## src/rtl/two24_pkg.sv

```systemverilog
// Shared types for the TWO24 packed-result unpacker.
// Optional build macro: TWO24_UNPACK_SAT_EN (saturate a lane on carry).
package two24_pkg;

   localparam int LANE_W = 24;
   localparam int NLANES = 2;

   typedef logic [NLANES*LANE_W-1:0] two24_word_t;

   typedef struct packed {
      logic [NLANES-1:0] c;
      two24_word_t       p;
   } two24_ent_t;

   typedef enum logic [1:0] {
      ST_IDLE  = 2'd0,
      ST_LANE0 = 2'd1,
      ST_LANE1 = 2'd2
   } two24_state_e;

endpackage

```

## src/rtl/two24_fifo.sv

```systemverilog
// Synchronous FIFO of {carry, packed word}; exposes the head and next entry.
// Optional build macro: TWO24_UNPACK_SAT_EN (no effect on this file).
module two24_fifo
   import two24_pkg::*;
#(
   parameter int DEPTH = 4,
   localparam int AW = $clog2(DEPTH),
   localparam int CW = AW + 1
) (
   input  logic          clk_i,
   input  logic          rst_i,
   input  logic          push_i,
   input  two24_ent_t    wdata_i,
   input  logic          pop_i,
   output two24_ent_t    head0_o,
   output two24_ent_t    head1_o,
   output logic [CW-1:0] cnt_o,
   output logic          avail_o
);

   localparam logic [CW-1:0] FULL = CW'(DEPTH);

   two24_ent_t    mem_q [DEPTH];
   logic [AW-1:0] wp_q, wp_d;
   logic [AW-1:0] rp_q, rp_d;
   logic [CW-1:0] cnt_q, cnt_d;
   logic          avail_q;

   always_comb begin
      wp_d  = wp_q;
      rp_d  = rp_q;
      cnt_d = cnt_q;
      if (push_i) wp_d = wp_q + AW'(1);
      if (pop_i)  rp_d = rp_q + AW'(1);
      if (push_i && !pop_i)      cnt_d = cnt_q + CW'(1);
      else if (pop_i && !push_i) cnt_d = cnt_q - CW'(1);
   end

   always_ff @(posedge clk_i) begin
      if (rst_i) begin
         wp_q    <= '0;
         rp_q    <= '0;
         cnt_q   <= '0;
         avail_q <= 1'b0;
      end else begin
         wp_q    <= wp_d;
         rp_q    <= rp_d;
         cnt_q   <= cnt_d;
         avail_q <= (cnt_d != FULL);
      end
   end

   always_ff @(posedge clk_i) begin
      if (push_i) mem_q[wp_q] <= wdata_i;
   end

   assign head0_o = mem_q[rp_q];
   assign head1_o = mem_q[rp_q + AW'(1)];
   assign cnt_o   = cnt_q;
   assign avail_o = avail_q;

endmodule

```

## src/rtl/two24_unpack.sv

```systemverilog
// Splits packed TWO24 DSP results into two 25-bit lane beats (carry in bit 24).
// Optional build macro: TWO24_UNPACK_SAT_EN (lane forced to all-ones on carry).
module two24_unpack
   import two24_pkg::*;
#(
   parameter int DEPTH = 4
) (
   input  logic        clk_i,
   input  logic        rst_i,
   input  logic [47:0] P_i,
   input  logic [1:0]  CARRY_i,
   input  logic        valid_i,
   output logic        ready_o,
   output logic [24:0] dat_o,
   output logic        lane_o,
   output logic        valid_o,
   input  logic        ready_i
);

   localparam int CW = $clog2(DEPTH) + 1;

   two24_state_e   state_q, state_d;
   logic [24:0]    dat_q, dat_d;
   logic           lane_q, lane_d;
   two24_ent_t     in_w, head0, head1, nxt;
   logic [CW-1:0]  cnt;
   logic           push, pop, two_q, more;

   function automatic logic [24:0] fmt(input logic c,
                                       input logic [LANE_W-1:0] d);
`ifdef TWO24_UNPACK_SAT_EN
      return {c, c ? {LANE_W{1'b1}} : d};
`else
      return {c, d};
`endif
   endfunction

   assign in_w  = '{c: CARRY_i, p: P_i};
   assign push  = valid_i & ready_o;
   assign pop   = (state_q == ST_LANE1) & ready_i;
   assign two_q = (cnt > CW'(1));
   assign more  = two_q | push;
   // An empty queue behind the head means the next word is the one arriving now.
   assign nxt   = two_q ? head1 : in_w;

   two24_fifo #(.DEPTH(DEPTH)) u_fifo (
      .clk_i   (clk_i),
      .rst_i   (rst_i),
      .push_i  (push),
      .wdata_i (in_w),
      .pop_i   (pop),
      .head0_o (head0),
      .head1_o (head1),
      .cnt_o   (cnt),
      .avail_o (ready_o)
   );

   always_ff @(posedge clk_i) begin
      if (rst_i) begin
         state_q <= ST_IDLE;
         dat_q   <= '0;
         lane_q  <= 1'b0;
      end else begin
         state_q <= state_d;
         dat_q   <= dat_d;
         lane_q  <= lane_d;
      end
   end

   always_comb begin
      state_d = state_q;
      unique case (state_q)
         ST_IDLE:  if (push)    state_d = ST_LANE0;
         ST_LANE0: if (ready_i) state_d = ST_LANE1;
         ST_LANE1: if (ready_i) state_d = more ? ST_LANE0 : ST_IDLE;
         default:               state_d = ST_IDLE;
      endcase
   end

   always_comb begin
      dat_d  = dat_q;
      lane_d = lane_q;
      unique case (state_q)
         ST_IDLE: if (push) begin
            dat_d  = fmt(in_w.c[0], in_w.p[LANE_W-1:0]);
            lane_d = 1'b0;
         end
         ST_LANE0: if (ready_i) begin
            dat_d  = fmt(head0.c[1], head0.p[2*LANE_W-1:LANE_W]);
            lane_d = 1'b1;
         end
         ST_LANE1: if (ready_i && more) begin
            dat_d  = fmt(nxt.c[0], nxt.p[LANE_W-1:0]);
            lane_d = 1'b0;
         end
         default: ;
      endcase
   end

   assign valid_o = (state_q != ST_IDLE);
   assign dat_o   = dat_q;
   assign lane_o  = lane_q;

endmodule

```

## config.mk

```make
export PLATFORM = sky130hd
export DESIGN_NAME = two24_unpack
export DESIGN_NICKNAME = d
export VERILOG_FILES = /design/src/rtl/two24_pkg.sv /design/src/rtl/two24_fifo.sv /design/src/rtl/two24_unpack.sv
export SDC_FILE = /design/constraint.sdc
export NUM_CORES = 1
export LEC_CHECK = 0
export ABC_CLOCK_PERIOD_IN_PS = 4170
export BUFFER_PORTS_ARGS = -buffer_cell sky130_fd_sc_hd__buf_2
export CORE_AREA = 2 2 109 163
export DETAILED_ROUTE_END_ITERATION = 16
export DIE_AREA = 0 0 111 165
export GPL_ROUTABILITY_DRIVEN = 0
export GPL_TIMING_DRIVEN = 0
export PLACE_DENSITY = 0.82
export REMOVE_ABC_BUFFERS = 1
export SYNTH_ARGS = -nofsm -noshare
export SYNTH_HDL_FRONTEND = slang
export SYNTH_HIERARCHICAL = 1
export SYNTH_SLANG_ARGS = --single-unit
```

## constraint.sdc

```tcl
create_clock -name clk_i -period 4.17 [get_ports clk_i]
set_clock_uncertainty 0.05 [all_clocks]
set_input_delay 0.417 -clock clk_i [delete_from_list [all_inputs] [get_ports clk_i]]
set_output_delay 0.417 -clock clk_i [all_outputs]
set_load 0.01 [all_outputs]
```

==> flow_summary.ini <==
[status]
outcome = complete, no violations

[global_routing]
gr-total-overflow = 0
track_usage_pct = 20.68
grt_max_degree = 43
grt_first_pass_wirelength_um = 28650
antenna_found_initial = 3
grt_pass1_vias = 5063

[setup_path]
r2r_cells = 6
critPathKind = reg -> reg
endpoint_kind = flip-flop
regToRegSetupSlack_ns = 1.24
cp_max_fo = 25
cp.arrival_ns = 3.25
cp_data_required_time_ns = 4.49
startpoint_type = flip-flop
timing.rr.end = dat_o[1]
rr_startpoint = state_q[0]

[power_and_ir_drop]
power.leakage_uw = 0.003481
p_total_uw = 5927
vdd_drop_max_mv = 0.4200
p_per_area_nw_per_um2 = 568.9

[layout]
layout_common_cells = edfxtp_1, buf_2, mux4_2
final_cells = 769
fill_cells = 1112
area_growth_pct = 12.23
layout_commonest_cell = edfxtp_1
finish.utilization_pct = 62.14
drive_gt1_share_pct = 31.42
layout.nets = 608

[timing]
setup_viol = 0
finalCritPeriodShare_pct = 70.32
fmax_mhz = 341.0
max_slew.worst_pin.slew_ns = 1.406
hold_violations = 0
rsz0062_at_grt = false
slew_headroom_pct = 6.285
tns_ns = 0
setup_ws_ns = 1.238
min_period_ns = 2.932
final_max_slew_viol_count = 0

[yosys]
syn_area_per_cell_sq_um = 19.63
netlist_area_sq_um = 9283
ys_warn_count = 6
synthCells = 473

[clock_network]
cts_tree = done
path_clk_slew_ns = 0.07
clock_path_buffers = 3
post_cts_buffers = 0
worst_skew_pair.late_latency_ns = 0.49
numCtsBuffers = 21
htree_levels = 1
clock-sinks = 238
ctsHoldBuffers = 0
postCtsResizedCells = 0
clock-root-buffer = clkbuf_16

[worst_hold_path]
hold_path_class = in -> reg
min-delay-start = P_i[28]
hold_end = u_fifo/mem_q[0][28]
hold_path_depth = 1

[detailed_routing]
routedWlPerCell_um = 24.73
viasPerCell = 6.315
wl_um = 19010
via_count = 4856
drt_iter0_drc = 557
drc = 0
antenna_left = 0
drtPass1Iterations = 7

[placement]
place_hpwl_um = 10740
pre_cts_ws_ns = 1.373
dp_cells = 730
portBuffers = 81

[die]
dieArea_sq_um = 18320
die_w_um = 111
die_h_um = 165
start_util_pct = 55.37
core_sq_um = 16760
rows = 58
ios = 82

[run]
drv_cap = 0
[where the power goes]
part	internal (uW)	switching [uW]	total, uW
Sequential	2780	152	2940
Combinational	461	662	1120
Clock	1070	799	1870
Total	4310	1610	5930
[final cells by class]
| class | instances | area (sq um) | share of cell area, % |
|---|---|---|---|
| multi-input cells | 186 | 2162 | 20.75 |
| flip-flops and latches | 238 | 6771 | 65.00 |
| clock inverters | 11 | 102.6 | 0.9849 |
| diodes | 2 | 5.005 | 0.04804 |
| clock buffers | 26 | 554.3 | 5.321 |
| well taps | 210 | 262.8 | 2.522 |
| inverters | 9 | 33.78 | 0.3243 |
| repair buffers | 87 | 525.5 | 5.044 |
[routing by layer]
metal | GRT usage (%) | routed length, um | up-vias
li1 | - | - | 2085
met1 | 24.86 | 6807 | 2475
met2 | 36.28 | 10160 | 246
met3 | 3.523 | 1505 | 48
met4 | 10.51 | 534 | 2
met5 | 0 | 7 | -
[critical path: stages, from the launching register on]
cell and delay, ns:
dfxtp_1 0.36, inv_1 0.11, ha_1 0.24, or3b_1 0.41, nand2_1 0.91, a222oi_1 0.33
a211oi_1 0.41
[metrics by stage]
stage,instance area [sq um],hold slack (ns)
2_1_floorplan,8956,0.4302
3_3_place_gp,9624,0.4379
3_5_place_dp,9756,0.4324
4_1_cts,10410,0.08095
5_1_grt,10420,0.08392
6_report,10420,0.09153
[worst max path at each step]
stage | startpoint | endpoint | cells after the start | slack (ns)
4_1_cts | state_q[0] | dat_o[1] | 6 | 1.25
3_5_place_dp | state_q[0] | dat_o[1] | 6 | 1.37
6_report | state_q[0] | dat_o[1] | 6 | 1.24
5_1_grt | state_q[0] | dat_o[1] | 6 | 1.12
3_3_place_gp | valid_i | u_fifo/mem_q[1][31] | 3 | 0.56
2_1_floorplan | valid_i | u_fifo/mem_q[0][0] | 2 | 1.60
[state kept, by name, indices dropped and copies added, names as in the netlist, named ones only]
| signal | cells |
|---|---|
| u_fifo/wp_q | 2 |
| dat_o | 25 |
| u_fifo/cnt_o | 3 |
| state_q | 2 |
| lane_o | 1 |
| u_fifo/mem_q | 200 |
| u_fifo/avail_o | 1 |
| u_fifo/rp_q | 2 |
Note: power is estimated with default switching activity, not from simulation.
